**config.mk**
```make
export PLATFORM = sky130hd
export DESIGN_NAME = fpu_mant_mult_flat
export DESIGN_NICKNAME = d
export VERILOG_FILES = /design/src/rtl/fpu_pkg.sv /design/src/rtl/fpu_mant_mult_if.sv /design/src/rtl/fpu_mult_pp.sv /design/src/rtl/fpu_mant_mult.sv /design/src/flat_wrapper.sv
export SDC_FILE = /design/constraint.sdc
export NUM_CORES = 1
export LEC_CHECK = 0
export ABC_AREA = 1
export CAP_MARGIN = 25
export CORE_MARGIN = 5
export CORE_UTILIZATION = 58
export DETAILED_ROUTE_END_ITERATION = 12
export DONT_BUFFER_PORTS = 1
export GPL_ROUTABILITY_DRIVEN = 1
export PLACE_DENSITY = 0.76
export SYNTH_ARGS = -nofsm -noshare
export SYNTH_HDL_FRONTEND = slang
export SYNTH_SLANG_ARGS = --single-unit
```
**constraint.sdc**
```tcl
create_clock -name clk -period 2.8 [get_ports clk]
set_clock_uncertainty 0.2 [all_clocks]
set_input_delay 0.56 -clock clk [delete_from_list [all_inputs] [get_ports clk]]
set_output_delay 0.56 -clock clk [all_outputs]
set_load 0.01 [all_outputs]
```
**src/rtl/fpu_pkg.sv**
```systemverilog
// Shared definitions for the FP mantissa multiplier: field widths, the
// multiplier FSM state type and significand extraction.
package fpu_pkg;

  localparam int FLT_MANT_W = 23;
  localparam int FLT_SIG_W  = 24;
  localparam int FLT_PROD_W = 48;

  typedef enum logic [1:0] {
    MM_IDLE = 2'd0,
    MM_RUN  = 2'd1,
    MM_DONE = 2'd2
  } mm_state_t;

  // Significand with the hidden bit restored; the hidden bit is zero when the
  // exponent field is zero (zero / subnormal). Inf/NaN fields pass through.
  function automatic logic [FLT_SIG_W-1:0] sig_of(input logic [31:0] op);
    return {|op[30:23], op[FLT_MANT_W-1:0]};
  endfunction

endpackage

```
**src/rtl/fpu_mant_mult_if.sv**
```systemverilog
// Start/busy/done handshake and operand/result bus between EX-stage control
// (master) and the mantissa multiplier (slave).
interface fpu_mant_mult_if;
  import fpu_pkg::*;

  logic [31:0]           opa;
  logic [31:0]           opb;
  logic                  start;
  logic [FLT_PROD_W-1:0] mult_res;
  logic                  busy;
  logic                  done;

  modport master (
    output opa, opb, start,
    input  mult_res, busy, done
  );

  modport slave (
    input  opa, opb, start,
    output mult_res, busy, done
  );

endinterface

```
**src/rtl/fpu_mult_pp.sv**
```systemverilog
// Combinational partial product: 24-bit multiplicand times one RADIX-bit
// multiplier digit, built as a sum of shifted, gated copies of the multiplicand.
module fpu_mult_pp
  import fpu_pkg::*;
#(
  parameter int RADIX = 2
) (
  input  logic [FLT_SIG_W-1:0]       sig_a,
  input  logic [RADIX-1:0]           digit,
  output logic [FLT_SIG_W+RADIX-1:0] pp
);

  localparam int PP_W = FLT_SIG_W + RADIX;

  logic [PP_W-1:0] row [RADIX];

  generate
    for (genvar gi = 0; gi < RADIX; gi++) begin : g_row
      assign row[gi] = digit[gi] ? ({{RADIX{1'b0}}, sig_a} << gi) : '0;
    end
  endgenerate

  // Add the gated rows; the widest row still fits in PP_W bits.
  always_comb begin
    pp = '0;
    for (int i = 0; i < RADIX; i++) begin
      pp = pp + row[i];
    end
  end

endmodule

```
**src/rtl/fpu_mant_mult.sv**
```systemverilog
// Sequential 24x24 unsigned significand multiplier, RADIX multiplier bits
// retired per cycle by shift-add. Optional macro FPU_MULT_EARLY_OUT_EN: a
// zero significand on start skips RUN and completes in one cycle.
module fpu_mant_mult
  import fpu_pkg::*;
#(
  parameter int RADIX = 2   // 1,2,3,4,6 or 8
) (
  input  logic           clk,
  input  logic           rst,   // asynchronous, active-low
  fpu_mant_mult_if.slave mm
);

  localparam int N     = FLT_SIG_W / RADIX;
  localparam int CNT_W = $clog2(N + 1);
  localparam int PP_W  = FLT_SIG_W + RADIX;
  localparam int ACC_W = FLT_SIG_W + RADIX + 1;

  mm_state_t             state_reg, state_next;
  logic [CNT_W-1:0]      cnt_reg;
  logic [FLT_SIG_W-1:0]  sig_a_reg;
  logic [FLT_SIG_W-1:0]  mplier_reg;
  logic [ACC_W-1:0]      acc_reg;
  logic [FLT_PROD_W-1:0] mult_res_reg;

  logic [FLT_SIG_W-1:0]  start_sig_a;
  logic [FLT_SIG_W-1:0]  start_sig_b;
  logic                  accept;
  logic                  early_zero;
  logic                  last_iter;
  logic [PP_W-1:0]       pp;
  logic [ACC_W-1:0]      sum;
  logic [ACC_W-1:0]      acc_shifted;
  logic [FLT_SIG_W-1:0]  mplier_shifted;

  assign start_sig_a = sig_of(mm.opa);
  assign start_sig_b = sig_of(mm.opb);

  // A new operation may only begin when no multiply is in flight.
  assign accept    = mm.start && (state_reg != MM_RUN);
  assign last_iter = (cnt_reg == CNT_W'(N - 1));

`ifdef FPU_MULT_EARLY_OUT_EN
  assign early_zero = (start_sig_a == '0) || (start_sig_b == '0);
`else
  assign early_zero = 1'b0;
`endif

  fpu_mult_pp #(
    .RADIX (RADIX)
  ) u_pp (
    .sig_a (sig_a_reg),
    .digit (mplier_reg[RADIX-1:0]),
    .pp    (pp)
  );

  // {acc, mplier} is one double-width register shifted right by RADIX per
  // iteration; the low bits of the new sum drop into the vacated multiplier bits.
  assign sum            = acc_reg + ACC_W'(pp);
  assign acc_shifted    = sum >> RADIX;
  assign mplier_shifted = {sum[RADIX-1:0], mplier_reg[FLT_SIG_W-1:RADIX]};

  // State register.
  always_ff @(posedge clk or negedge rst) begin
    if (!rst) begin
      state_reg <= MM_IDLE;
    end else begin
      state_reg <= state_next;
    end
  end

  // Next-state logic: DONE lasts one cycle unless a new start chains directly.
  always_comb begin
    state_next = state_reg;
    case (state_reg)
      MM_IDLE, MM_DONE: begin
        if (accept) begin
          state_next = early_zero ? MM_DONE : MM_RUN;
        end else begin
          state_next = MM_IDLE;
        end
      end
      MM_RUN: begin
        if (last_iter) begin
          state_next = MM_DONE;
        end
      end
      default: state_next = MM_IDLE;
    endcase
  end

  // Datapath: latch operands on accept, iterate in RUN, publish on the last step.
  always_ff @(posedge clk or negedge rst) begin
    if (!rst) begin
      cnt_reg      <= '0;
      sig_a_reg    <= '0;
      mplier_reg   <= '0;
      acc_reg      <= '0;
      mult_res_reg <= '0;
    end else if (state_reg == MM_RUN) begin
      acc_reg    <= acc_shifted;
      mplier_reg <= mplier_shifted;
      cnt_reg    <= cnt_reg + 1'b1;
      if (last_iter) begin
        mult_res_reg <= {acc_shifted[FLT_SIG_W-1:0], mplier_shifted};
      end
    end else if (accept) begin
      sig_a_reg  <= start_sig_a;
      mplier_reg <= start_sig_b;
      acc_reg    <= '0;
      cnt_reg    <= '0;
      if (early_zero) begin
        mult_res_reg <= '0;
      end
    end
  end

  assign mm.mult_res = mult_res_reg;
  assign mm.busy     = (state_reg == MM_RUN);
  assign mm.done     = (state_reg == MM_DONE);

endmodule
```
**src/flat_wrapper.sv**
```systemverilog
// flat-port wrapper written by rule: the top's interface ports become plain ports
module fpu_mant_mult_flat import fpu_pkg::*;
#(
  parameter int RADIX = 2                    
)
  (clk, rst, mm_opa, mm_opb, mm_start, mm_mult_res, mm_busy, mm_done);
  fpu_mant_mult_if mm_i ();
  input  logic clk;
  input  logic rst;
  input wire logic [$bits(mm_i.opa)-1:0] mm_opa;
  input wire logic [$bits(mm_i.opb)-1:0] mm_opb;
  input wire logic [$bits(mm_i.start)-1:0] mm_start;
  output wire logic [$bits(mm_i.mult_res)-1:0] mm_mult_res;
  output wire logic [$bits(mm_i.busy)-1:0] mm_busy;
  output wire logic [$bits(mm_i.done)-1:0] mm_done;
  assign mm_i.opa = mm_opa;
  assign mm_i.opb = mm_opb;
  assign mm_i.start = mm_start;
  assign mm_mult_res = mm_i.mult_res;
  assign mm_busy = mm_i.busy;
  assign mm_done = mm_i.done;
  fpu_mant_mult #(.RADIX(RADIX)) u_core (.clk(clk), .rst(rst), .mm(mm_i));
endmodule
```
After elaboration in Yosys (flattened, before gate mapping)
Index checks and enable logic that the tools add are counted.

Bits of input ports: 67. Output and inout bits: 50. Word-level logic and storage cells: 34. Register bits after elaboration: 129.

Bitwise gates (word level): 1. $add $sub $neg: 3. Reductions and logical operators: 8. Equal/unequal tests: 5. Multiplexer cells: 11.

Operators by type and width (number): $mux W24 (3); $mux W27 (2); $add A27 B26 Y27 (1); $add A24 B25 Y26 (1); $mux W25 (1); $reduce_or A8 Y1 (2); $mux W4 (2); $add A4 B1 Y4 const B (1); $eq A4 B4 Y1 const B (1); $ne A2 B1 Y1 const B (2); $pmux W2 S2 (1); $reduce_and A2 Y1 (2); $eq A2 B1 Y1 const B (1); $eq A2 B2 Y1 const B (1); $logic_not A2 Y1 (1); $mux W2 (1); $reduce_bool A2 Y1 (1); $reduce_or A2 Y1 (1); $logic_and A1 B1 Y1 (1); $mux W1 (1); $not A1 Y1 (1).

Longest topological paths before layout
Depth after elaboration: 4. Gate-level depth with buffers: 17. Mapped depth without buffers: 15.

By module
From an unflattened synthesis, not the netlist that was laid out.

Cells, all modules: 1360. Area total of the unflattened synthesis: 8892.3 sq um.

By module, submodules not included: fpu_mant_mult (area an instance 6766.5 sq um, seq. area each 3178.0 sq um, cells an instance 900, times used 1); fpu_mult_pp (area an instance 2125.8 sq um, seq. area each 0.0 sq um, cells an instance 460, times used 1).

Worst setup path after synthesis
OpenSTA, ideal clock, no wires.

Kind: register -> register. Start: reg u_core.mplier_reg[1]. End: reg u_core.acc_reg[9]. Setup time: 0.127 ns. Required time: 2.473 ns. Slack: -0.047 ns. Cell stages (with the launch flop): 16. Path buffers: 2. Clock period less this slack: 2.847 ns. Data arrival time: 2.521 ns. Cell sequence: dfrtp_1 clkbuf_1 clkbuf_1 nand2_1 fa_1 inv_1 ha_1 nand2_2 inv_1 nand2_1 nand2_1 inv_1 nand3_1 or2_1 nand3_1 o21ai_0.

Cells in the longest elaborated chain, start to end: 4.

RTL lines: start, declared (line fpu_mant_mult.sv:22) `logic [FLT_SIG_W-1:0] mplier_reg;`; start signal, assigned (line fpu_mant_mult.sv:102) `mplier_reg <= mplier_shifted;`; start signal, assigned (line fpu_mant_mult.sv:109) `mplier_reg <= start_sig_b;`; $mux W25 (line fpu_mult_pp.sv:19) `assign row[gi] = digit[gi] ? ({{RADIX{1'b0}}, sig_a} << gi) : '0;`; $add A24 B25 Y26 (line fpu_mult_pp.sv:27) `pp = pp + row[i];`; $add A27 B26 Y27 (line fpu_mant_mult.sv:59) `assign sum = acc_reg + ACC_W'(pp);`; $mux W27 (line fpu_mant_mult.sv:100) `end else if (state_reg == MM_RUN) begin`; end signal, assigned (line fpu_mant_mult.sv:101) `acc_reg <= acc_shifted;`; end, declared (line fpu_mant_mult.sv:23) `logic [ACC_W-1:0] acc_reg;`.

Every way passes these cells. A chain may end at the register's enable or synchronous reset.

Worst setup path in the final report
Start: reg u_core.mplier_reg[1]. End: reg u_core.mult_res_reg[46], in the netlist u_core.mm.mult_res[46].

Cells in the longest elaborated chain, start to end: 3.

RTL lines: $mux W25 (line fpu_mult_pp.sv:19); $add A24 B25 Y26 (line fpu_mult_pp.sv:27); $add A27 B26 Y27 (line fpu_mant_mult.sv:59); end signal, assigned (line fpu_mant_mult.sv:105) `mult_res_reg <= {acc_shifted[FLT_SIG_W-1:0], mplier_shifted};`; end, declared (line fpu_mant_mult.sv:24) `logic [FLT_PROD_W-1:0] mult_res_reg;`.

Every way passes these cells.

==> results_dict.tcl <==
set metrics [dict create \
    die-width_um 125 \
    ant_nets 0 \
    whs_ns -0.377 \
    leakagePower_uw 0.00505 \
    critPathRequiredTime_ns 2.91 \
    start_kind "register" \
    clock.fmax_mhz 337 \
    grt_pass1_vias 6949 \
    cts_sinks 127 \
    synth_top_family_by_area "simple AND/OR/NAND/NOR gates" \
    syn_inst 1039 \
    rows 42 \
    antenna_found_initial 0 \
    die_h_um 125 \
    synth_nets 1157 \
    globalRouteMet1Util 0.381 \
    clock_latency_ns 0.43 \
    synthToLayoutAreaGrowth_pct 26.1 \
    status "complete, but fails checks" \
    gp_congestion 0.942 \
    num_vias 7068 \
    yosys_warnings 0 \
    ir_drop_uv 734 \
    cts_max_level 4 \
    boundaryPins 117 \
    ys_types 35 \
    synthAdderAreaFrac 0.106 \
    start_util 0.587 \
    die_area_mm2 0.0157 \
    path_buf_inv 3 \
    grt.met3_usage 0.0840 \
    synthMuxAreaShare 0 \
    mostFrequentLayoutCells "nand2_1 (367), inv_1 (167), dfrtp_1 (126), buf_4 (56), nand2_2 (43)" \
    period_share 1.06 \
    path_clk_slew_ns 0.06 \
    yosysSeqAreaShare 0.412 \
    synth_xor_area_frac 0.00908 \
    post-route-min-period_ns 2.97 \
    diodes 0 \
    worst_pin_slew_ns 0.546 \
    overflow 0 \
    met2_usage 0.424 \
    power_density_mw_per_mm2 1560 \
    layout-drive-gt1-share 0.239 \
    synth.cell_area_mm2 0.00772 \
    dr.first_iter.drc_count 826 \
    hp-class "input pin to async pin" \
    cts_tree "done" \
    layout.cells.most_common "nand2_1" \
    synth_area_per_cell_um2 7.43 \
    violations "hold timing, setup timing" \
    busiest_layer "met2" \
    rsz0062_at_grt "yes" \
    slew_viol_final 0 \
    grt_use_total 0.278 \
    clockRootBuffer "clkbuf_16" \
    ys_ff_latch 127 \
    crit_type "register to register" \
    via_per_inst 5.53 \
    wl_per_cell_um 17.7 \
    critPathCaptureType "register" \
    post-place-ws_ns -0.146 \
    core_area_mm2 0.0131 \
    clock_path_buffers 2 \
    largest_reg_flops 48 \
    nNetsFinal 1207 \
    cp_cell_sequence "buf_12 -> clkbuf_16 -> nand2_1 -> fa_1 -> inv_1 -> ha_4 -> nand2_2 -> nor2_2 -> nand2_1 -> nor2_1 -> nand2_2 -> nand3_1 -> nand2_2 -> nand3_2 -> nand2_1" \
    cpPeakStageDelay_ns 0.52 \
    slew_headroom 0.635 \
    critical_path_arrival_ns 3.08 \
    power_uw 15100 \
    cp_max_fo 6 \
    max-cap-violations 0 \
    io_buffers 0 \
    yosys.area_share.simple 0.297 \
    synth-compound-area-share 0.0692 \
    finalWirelength_mm 22.6 \
    drc 0 \
    hold_violations 127 \
    grt_pass1_wl_mm 34.8 \
    grt_max_degree 128 \
    drt_pass1_iterations 5 \
    setup_viol 33 \
    dpl.hpwl_mm 14.5 \
    cpLargestDelayFamily "simple AND/OR/NAND/NOR gates" \
    numCtsBuffers 17 \
    timing.final.ws_setup_ns -0.170 \
    critPathSlowestCell "fa_1" \
]
==> power breakdown <==
part	internal, uW	total (uW)	switching, uW
combinational	3860	9370	5510
clock	1280	2210	930
sequential	2750	3550	800
==> path summary, 6_finish.rpt <==
kind / from / to / slack, ns / cells after the start
worst max-delay path: u_core.mplier_reg[1] / u_core.mm.mult_res[46] / -0.17 / 15
worst min-delay path: rst / u_core.mm.mult_res[15] / -0.38 / 0
worst max register to register: u_core.mplier_reg[1] / u_core.mm.mult_res[46] / -0.17 / 15
worst min register to register: u_core.cnt_reg[3] / u_core.cnt_reg[3] / 0.29 / 1
max in group asynchronous: rst / u_core.acc_reg[18] / 2.59 / 0
min in group clk: mm_opa[7] / u_core.sig_a_reg[7] / 0.04 / 2
==> synthesized netlist by cell type <==
cell / n / area share
nor2_4: 3 / 0.0044
o22ai_1: 6 / 0.0049
a22oi_1: 10 / 0.0097
nand4_1: 6 / 0.0049
o211ai_1: 8 / 0.0078
ha_1: 27 / 0.044
a31oi_1: 1 / 0.00081
or2_1: 3 / 0.0024
nand2_2: 8 / 0.0065
a22o_1: 1 / 0.0011
buf_4: 4 / 0.0039
nor3_2: 1 / 0.0013
nand3_2: 2 / 0.0026
o21ai_0: 29 / 0.019
xor2_1: 2 / 0.0023
clkbuf_1: 11 / 0.0054
nand3_1: 54 / 0.035
o221ai_1: 3 / 0.0034
nand2_4: 1 / 0.0015
o21ai_1: 20 / 0.013
inv_1: 176 / 0.086
nor4_1: 5 / 0.0041
inv_2: 2 / 0.00097
fa_1: 24 / 0.062
nor2_2: 6 / 0.0049
xnor2_1: 6 / 0.0068
buf_2: 16 / 0.010
dfrtp_1: 127 / 0.41
clkbuf_4: 1 / 0.00097
a21oi_1: 15 / 0.0097
nand3b_1: 8 / 0.0078
nor3_1: 2 / 0.0013
and2_1: 2 / 0.0016
nand2_1: 420 / 0.20
nor2_1: 29 / 0.014
==> repair_timing <==
item | CTS | global route
gates resized for setup | 93 | 94
setup endpoints to repair | 40 | 43
endpoints found under the hold margin | 127 | 127
cloned | 1 | 1
buffers inserted | 4 | 6
pin swaps | 31 | 40
==> cells by family (layout without fill, tap and decap cells) <==
logic type / count (synthesis) / count (layout)
AOI/OAI and AO/OA: 93 / 93
buffers and inverters: 210 / 273
and+or+nand+nor: 550 / 550
DFF: 127 / 127
adders and majority gates: 51 / 51
xor gates and xnor gates: 8 / 8
==> per-stage QoR <==
stage	TNS, ns	std cells	instance area (um^2)	hold WS, ns	utilization
3_3_place_gp	-0.799	1234	8190	0.0669	0.623
3_5_place_dp	-2.00	1234	8190	0.0664	0.623
2_1_floorplan	0	1039	7720	0.0644	-
5_1_grt	-5.76	1278	9730	-0.395	0.741
4_1_cts	-0.00823	1271	9320	-0.385	0.710
6_report	-1.72	1278	9730	-0.377	0.741
==> final cells by class <==
class / instances / area [um^2]
Clock buffer: 18 / 439
Tap cell: 176 / 220
Clock inverter: 14 / 146
Inverter: 178 / 668
Timing Repair Buffer: 63 / 556
Sequential cell: 127 / 3180
Fill cell: 907 / 3410
Multi-Input combinational cell: 702 / 4520
==> per-layer routing <==
metal  vias up  wire length [um]
li1       3294                 -
met1      3375              9420
met2       336             10500
met3        63              2120
met4         0               610
met5         -                 0
Note: power is estimated with default switching activity, not from simulation.
